### src/rtl/key_debounce_pkg.sv
// Shared types and constants for the key_debounce slice.
// Timing defaults assume a 50 MHz fabric clock.
package key_debounce_pkg;

    typedef enum logic {
        STABLE = 1'b0,
        COUNT  = 1'b1
    } db_state_e;

    localparam int unsigned DEB_20MS        = 1000000;
    localparam int unsigned REP_DELAY_500MS = 25000000;
    localparam int unsigned REP_RATE_100MS  = 5000000;

    // Bits needed to hold 0..n-1
    function automatic int unsigned cnt_width(input int unsigned n);
        return (n < 2) ? 1 : $clog2(n);
    endfunction

    function automatic int unsigned max_u(input int unsigned a, input int unsigned b);
        return (a > b) ? a : b;
    endfunction

endpackage

### src/rtl/key_debounce_if.sv
// Pin-side bundle of the debouncer: raw pins in, debounced levels and strobes out.
interface key_debounce_if #(
    parameter int unsigned NUM_CH = 4
) ();
    logic [NUM_CH-1:0] raw_in;
    logic [NUM_CH-1:0] db_out;
    logic [NUM_CH-1:0] press_pulse;
    logic [NUM_CH-1:0] release_pulse;

    modport master (output raw_in, input db_out, press_pulse, release_pulse);
    modport slave  (input raw_in, output db_out, press_pulse, release_pulse);
endinterface

### src/rtl/key_debounce_ch.sv
// One debounce channel: 2-flop synchroniser, STABLE/COUNT FSM and stability counter.
// Define KEY_DEBOUNCE_AUTOREPEAT_EN to add press_pulse auto-repeat while held.
module key_debounce_ch
    import key_debounce_pkg::*;
#(
    parameter int unsigned DEBOUNCE_CYCLES = DEB_20MS,
    parameter bit          RESET_LEVEL     = 1'b1,
    parameter bit          ACTIVE_LOW      = 1'b1
`ifdef KEY_DEBOUNCE_AUTOREPEAT_EN
    ,
    parameter int unsigned REPEAT_DELAY    = REP_DELAY_500MS,
    parameter int unsigned REPEAT_RATE     = REP_RATE_100MS
`endif
) (
    input  logic clk,
    input  logic rst_n,
    input  logic raw,
    output logic db,
    output logic press_pulse,
    output logic release_pulse
);

    localparam int unsigned      CNT_W       = cnt_width(DEBOUNCE_CYCLES);
    localparam logic [CNT_W-1:0] CNT_LAST    = CNT_W'(DEBOUNCE_CYCLES - 1);
    localparam logic             PRESS_LEVEL = ACTIVE_LOW ? 1'b0 : 1'b1;

    logic             sync1, sync2;
    db_state_e        state_q, state_d;
    logic [CNT_W-1:0] cnt_q, cnt_d;
    logic             db_q, db_d;
    logic             press_q, press_d;
    logic             rel_q, rel_d;

`ifdef KEY_DEBOUNCE_AUTOREPEAT_EN
    localparam int unsigned      REP_W     = cnt_width(max_u(REPEAT_DELAY, REPEAT_RATE));
    localparam logic [REP_W-1:0] DLY_LAST  = REP_W'(REPEAT_DELAY - 1);
    localparam logic [REP_W-1:0] RATE_LAST = REP_W'(REPEAT_RATE - 1);

    logic [REP_W-1:0] rep_q, rep_d;
    logic             rep_first_q, rep_first_d;
`endif

    always_ff @(posedge clk or negedge rst_n) begin
        if (!rst_n) begin
            sync1       <= RESET_LEVEL;
            sync2       <= RESET_LEVEL;
            state_q     <= STABLE;
            cnt_q       <= '0;
            db_q        <= RESET_LEVEL;
            press_q     <= 1'b0;
            rel_q       <= 1'b0;
`ifdef KEY_DEBOUNCE_AUTOREPEAT_EN
            rep_q       <= '0;
            rep_first_q <= 1'b0;
`endif
        end else begin
            sync1       <= raw;
            sync2       <= sync1;
            state_q     <= state_d;
            cnt_q       <= cnt_d;
            db_q        <= db_d;
            press_q     <= press_d;
            rel_q       <= rel_d;
`ifdef KEY_DEBOUNCE_AUTOREPEAT_EN
            rep_q       <= rep_d;
            rep_first_q <= rep_first_d;
`endif
        end
    end

    always_comb begin
        state_d = state_q;
        cnt_d   = cnt_q;
        db_d    = db_q;
        press_d = 1'b0;
        rel_d   = 1'b0;
        unique case (state_q)
            STABLE: begin
                cnt_d = '0;
                if (sync2 != db_q) begin
                    state_d = COUNT;
                    cnt_d   = CNT_W'(1);
                end
            end
            COUNT: begin
                if (sync2 == db_q) begin
                    state_d = STABLE;
                    cnt_d   = '0;
                end else if (cnt_q == CNT_LAST) begin
                    state_d = STABLE;
                    cnt_d   = '0;
                    db_d    = sync2;
                    press_d = (sync2 == PRESS_LEVEL);
                    rel_d   = (sync2 != PRESS_LEVEL);
                end else begin
                    cnt_d = cnt_q + 1'b1;
                end
            end
            default: begin
                state_d = STABLE;
                cnt_d   = '0;
            end
        endcase

`ifdef KEY_DEBOUNCE_AUTOREPEAT_EN
        // An accepted release wins over a repeat due in the same cycle
        rep_d       = rep_q;
        rep_first_d = rep_first_q;
        if (press_d) begin
            rep_d       = '0;
            rep_first_d = 1'b0;
        end else if (db_q == PRESS_LEVEL && !rel_d) begin
            if (rep_q == (rep_first_q ? RATE_LAST : DLY_LAST)) begin
                press_d     = 1'b1;
                rep_d       = '0;
                rep_first_d = 1'b1;
            end else begin
                rep_d = rep_q + 1'b1;
            end
        end else begin
            rep_d       = '0;
            rep_first_d = 1'b0;
        end
`endif
    end

    assign db            = db_q;
    assign press_pulse   = press_q;
    assign release_pulse = rel_q;

endmodule

### src/rtl/key_debounce.sv
// Multi-channel key/DIP-switch debouncer feeding the button/dipsw PIO exports.
// Define KEY_DEBOUNCE_AUTOREPEAT_EN to enable press auto-repeat (REPEAT_DELAY/REPEAT_RATE).
module key_debounce
    import key_debounce_pkg::*;
#(
    parameter int unsigned NUM_CH          = 4,
    parameter int unsigned DEBOUNCE_CYCLES = DEB_20MS,
    parameter bit          RESET_LEVEL     = 1'b1,
    parameter bit          ACTIVE_LOW      = 1'b1
`ifdef KEY_DEBOUNCE_AUTOREPEAT_EN
    ,
    parameter int unsigned REPEAT_DELAY    = REP_DELAY_500MS,
    parameter int unsigned REPEAT_RATE     = REP_RATE_100MS
`endif
) (
    input  logic           clk_clk,
    input  logic           reset_reset_n,
    key_debounce_if.slave  keys
);

    for (genvar i = 0; i < NUM_CH; i++) begin : g_ch
        key_debounce_ch #(
            .DEBOUNCE_CYCLES (DEBOUNCE_CYCLES),
            .RESET_LEVEL     (RESET_LEVEL),
            .ACTIVE_LOW      (ACTIVE_LOW)
`ifdef KEY_DEBOUNCE_AUTOREPEAT_EN
            ,
            .REPEAT_DELAY    (REPEAT_DELAY),
            .REPEAT_RATE     (REPEAT_RATE)
`endif
        ) u_ch (
            .clk           (clk_clk),
            .rst_n         (reset_reset_n),
            .raw           (keys.raw_in[i]),
            .db            (keys.db_out[i]),
            .press_pulse   (keys.press_pulse[i]),
            .release_pulse (keys.release_pulse[i])
        );
    end

endmodule

### src/flat_wrapper.sv
// flat-port wrapper written by rule: the top's interface ports become plain ports
module key_debounce_flat import key_debounce_pkg::*;
#(
    parameter int unsigned NUM_CH          = 4,
    parameter int unsigned DEBOUNCE_CYCLES = DEB_20MS,
    parameter bit          RESET_LEVEL     = 1'b1,
    parameter bit          ACTIVE_LOW      = 1'b1

)
  (clk_clk, reset_reset_n, keys_raw_in, keys_db_out, keys_press_pulse, keys_release_pulse);
  key_debounce_if #(.NUM_CH(NUM_CH)) keys_i ();
  input  logic clk_clk;
  input  logic reset_reset_n;
  input wire logic [$bits(keys_i.raw_in)-1:0] keys_raw_in;
  output wire logic [$bits(keys_i.db_out)-1:0] keys_db_out;
  output wire logic [$bits(keys_i.press_pulse)-1:0] keys_press_pulse;
  output wire logic [$bits(keys_i.release_pulse)-1:0] keys_release_pulse;
  assign keys_i.raw_in = keys_raw_in;
  assign keys_db_out = keys_i.db_out;
  assign keys_press_pulse = keys_i.press_pulse;
  assign keys_release_pulse = keys_i.release_pulse;
  key_debounce #(.NUM_CH(NUM_CH), .DEBOUNCE_CYCLES(DEBOUNCE_CYCLES), .RESET_LEVEL(RESET_LEVEL), .ACTIVE_LOW(ACTIVE_LOW)) u_core (.clk_clk(clk_clk), .reset_reset_n(reset_reset_n), .keys(keys_i));
endmodule
### config.mk
export PLATFORM = sky130hd
export DESIGN_NAME = key_debounce_flat
export DESIGN_NICKNAME = d
export VERILOG_FILES = /design/src/rtl/key_debounce_pkg.sv /design/src/rtl/key_debounce_if.sv /design/src/rtl/key_debounce_ch.sv /design/src/rtl/key_debounce.sv /design/src/flat_wrapper.sv
export SDC_FILE = /design/constraint.sdc
export NUM_CORES = 1
export LEC_CHECK = 0
export ABC_AREA = 1
export BUFFER_PORTS_ARGS = -buffer_cell sky130_fd_sc_hd__buf_2
export CORE_MARGIN = 2
export CORE_UTILIZATION = 50
export CTS_BUF_LIST = sky130_fd_sc_hd__clkbuf_8
export DETAILED_ROUTE_END_ITERATION = 16
export PLACE_DENSITY = 0.69
export REMOVE_ABC_BUFFERS = 1
export SYNTH_ARGS = -nofsm -noshare
export SYNTH_HDL_FRONTEND = slang
export SYNTH_SLANG_ARGS = --single-unit
### constraint.sdc
create_clock -name clk_clk -period 1.45 [get_ports clk_clk]
set_input_delay 0.0725 -clock clk_clk [delete_from_list [all_inputs] [get_ports clk_clk]]
set_output_delay 0.0725 -clock clk_clk [all_outputs]
set_load 0.02 [all_outputs]
==> summary.txt <==
Status
  • Outcome: completed

Synth
  • Number of flops mapped to enable cells by yosys: 0
  • Dominant synthesized flop cell: dfrtp_1
  • Syn Std Cell Area: 0.005602 mm2
  • Syn Inst Count: 710
  • Share of the synthesized area in the top cell type: 0.4110
  • Most frequent cell after synthesis: nor2_1
  • Post-synthesis sequential area ratio: 0.4673
  • Syn_area_per_cell: 7.890 um2
  • Cell taking the most area after synthesis: dfrtp_1
  • Top cells by area, synth: dfrtp_1, nor2_1, nand2_1
  • Post-synthesis cell type count: 30
  • Register bit total from synthesis: 104
  • Async set-reset flop share out of synthesis: 1.000
  • Yosys warns: 0
  • Synth top cells by count: nor2_1, nand2_1, dfrtp_1, inv_1, xor2_1

Die
  • Total die area: 0.01207 mm2
  • Core Area: 0.01089 mm2
  • Initial Util: 0.5145
  • Die Height: 109.8 um
  • Die X: 109.8 um
  • Row cnt: 38
  • IO Pins: 18

Global route
  • Met3 usage: 0.03082
  • Largest net degree at the start of global routing: 72
  • Initial antenna violation count: 0
  • First-pass GRT wire length: 18890 um
  • Met2 usage: 0.3361
  • Top Usage Layer GRT: met2
  • Grt ovf: 0
  • Met1 Use GR: 0.2537
  • Vias in the first global route: 4326
  • Total GRT Usage: 0.1994

Pwr
  • Max VDD drop: 0.0005013 V
  • Cell Pwr Density: 784.5 mW/mm2
  • Pleak: 0.003015 uW
  • Total Power: 5267 uW

Clock network
  • CTS tree: done
  • CTS Sinks: 104
  • Clock-pin slew on the worst setup and hold paths: 100 ps
  • Clock Path Buffers: 2
  • Root Buffer: clkbuf_8
  • CTS buffer count: 9
  • Worst skew pair latency: 390 ps
  • H-tree depth: 3

Placed design
  • DP Area: 0.006065 mm2
  • Port Buffer Count: 17
  • HPWL Detailed: 8171 um
  • RD Place Congestion: 0.8991

Critical path
  • R2R Setup Slk: 40 ps
  • CP Launch Type: flip-flop
  • Type of destination of the critical path: flip-flop
  • Max incr delay on CP: 370 ps
  • Crit Path Class: reg2reg
  • Sequence of cells on the critical path: ha_2 -> nand2_4 -> nor2_4 -> nand3_2 -> nor2_4 -> xnor2_1 -> nor2_2
  • Max FO, Critical Path: 5
  • Family with the most delay on the worst path: simple AND/OR/NAND/NOR gates
  • Most common cell on crit path: nor2_4
  • Crit path from: u_core.g_ch[0].u_ch.cnt_q[0]$_DFF_PN0_
  • Crit path buffers/inverters: 0
  • Critical path data required time: 1740 ps
  • Worst path slowest cell: dfrtp_1
  • CP arrival: 1700 ps
  • Reg2reg start: u_core.g_ch[0].u_ch.cnt_q[0]$_DFF_PN0_

Route
  • DRT Pass-1 Iters: 5
  • Via count: 4665
  • Final ANT Viol Nets: 0
  • Per-cell routed wire length: 12.47 um
  • Post-DR vias/cell: 4.973
  • Final wirelength: 11700 um
  • Remaining DRCs: 0
  • Initial DRC count: 285

STA
  • RSZ-0062 raised after global routing: yes
  • Period minus WS final: 1413 ps
  • Slew @ Worst Pin: 404.7 ps
  • Final hold slack: 207.8 ps
  • Hold Vio Cnt, Final: 0
  • Final Skew: 14.40 ps
  • Period Utilization, post-route: 0.9742
  • Slew HR: 0.7302
  • Endpoints failing setup: 0
  • Post-route setup TNS: 0 ps
  • Fin. max-slew vios: 0
  • FMAX: 707.9 MHz

Layout
  • Fraction of layout cells with a size suffix above 1: 0.2657
  • NumNets Final: 803
  • Ant diodes: 0
  • Fin util: 0.6166
  • Final instance area: 0.006714 mm2
  • Area growth syn-to-layout: 19.86%

Run
  • Max cap viols: 0

Hold path
  • Hold/Removal Path Class: in2async
metal layers:
layer  part of all wire  routed length, um
met5                  0                  0
met4              0.018                211
met3              0.029                341
met2               0.50               5805
met1               0.46               5337
logic make-up after synthesis:
kind of cell | synth area share
compound gates | 0.01474
xor+xnor | 0.07036
fa+ha+maj | 0.008935
buf+inv | 0.07572
flops | 0.4673
simple gates | 0.3630
final timing paths:
kind,end,cells after the start
hold / removal,u_core.g_ch[2].u_ch.cnt_q[12]$_DFF_PN0_,3
setup reg to reg,u_core.g_ch[0].u_ch.cnt_q[10]$_DFF_PN0_,7
setup / recovery,u_core.g_ch[0].u_ch.cnt_q[10]$_DFF_PN0_,7
hold reg to reg,u_core.g_ch[2].u_ch.sync2$_DFF_PN1_,0
min in group clk_clk,u_core.g_ch[0].u_ch.sync1$_DFF_PN1_,2
max in group asynchronous,u_core.g_ch[3].u_ch.db$_DFFE_PN1P_,3
cells in the final DEF (no fill, tap or decap), drive strengths merged, types with 2 or more instances in the layout:
cell type	count
and2	6
dlygate4sd3	5
nand3	37
o21ai	5
nor2	196
buf	84
ha	4
a31oi	2
xor2	32
dfstp	12
nand4	25
nor3	17
inv	75
a21oi	6
clkinv	4
nand2	170
dfrtp	92
clkbuf	9
xnor2	13
power by group:
group | internal (uW) | leakage [uW] | total, uW | switching (uW)
sequential | 2970 | 0.00138 | 3000 | 34.9
clock | 787 | 0.000106 | 1790 | 1010
combinational | 208 | 0.00152 | 472 | 264
total | 3960 | 0.00301 | 5270 | 1310
what timing repair did:
| action | CTS | global route |
|---|---|---|
| hold endpoints to repair | 96 | 0 |
| hold buffers | 5 | 0 |
| pin swaps | 1 | 25 |
| buffers inserted | 1 | 26 |
| gates resized for setup | 3 | 66 |
| endpoints found under the setup margin | 6 | 74 |
| cloned | 0 | 1 |
area by class of cell:
class,count,area (um2)
multi-input combinational,516,2760
clock inverter,7,65.06
tap,140,175.2
sequential,104,2625
inverter,73,274.0
fill,899,4174
timing repair buffer,89,690.7
clock buffer,9,123.9
worst min-delay path: cells and delay by family:
family | cells | cell delay [ps]
buffers and inverters | 3 | 940
state kept, by name (all words and copies together), names as in the netlist:
signal,flops
u_core.g_ch.u_ch.cnt_q,80
u_core.g_ch.u_ch.release_pulse,4
u_core.g_ch.u_ch.press_pulse,4
u_core.g_ch.u_ch.sync1,4
u_core.g_ch.u_ch.state_q,4
u_core.g_ch.u_ch.db,4
u_core.g_ch.u_ch.sync2,4
per-stage QoR:
stage	cells	setup WS, ps
2_1_floorplan	692	9.434
3_3_place_gp	889	54.10
3_5_place_dp	889	10.11
4_1_cts	911	2.093
5_1_grt	938	-68.12
6_report	938	37.47
(Power assumes the default switching activity.)
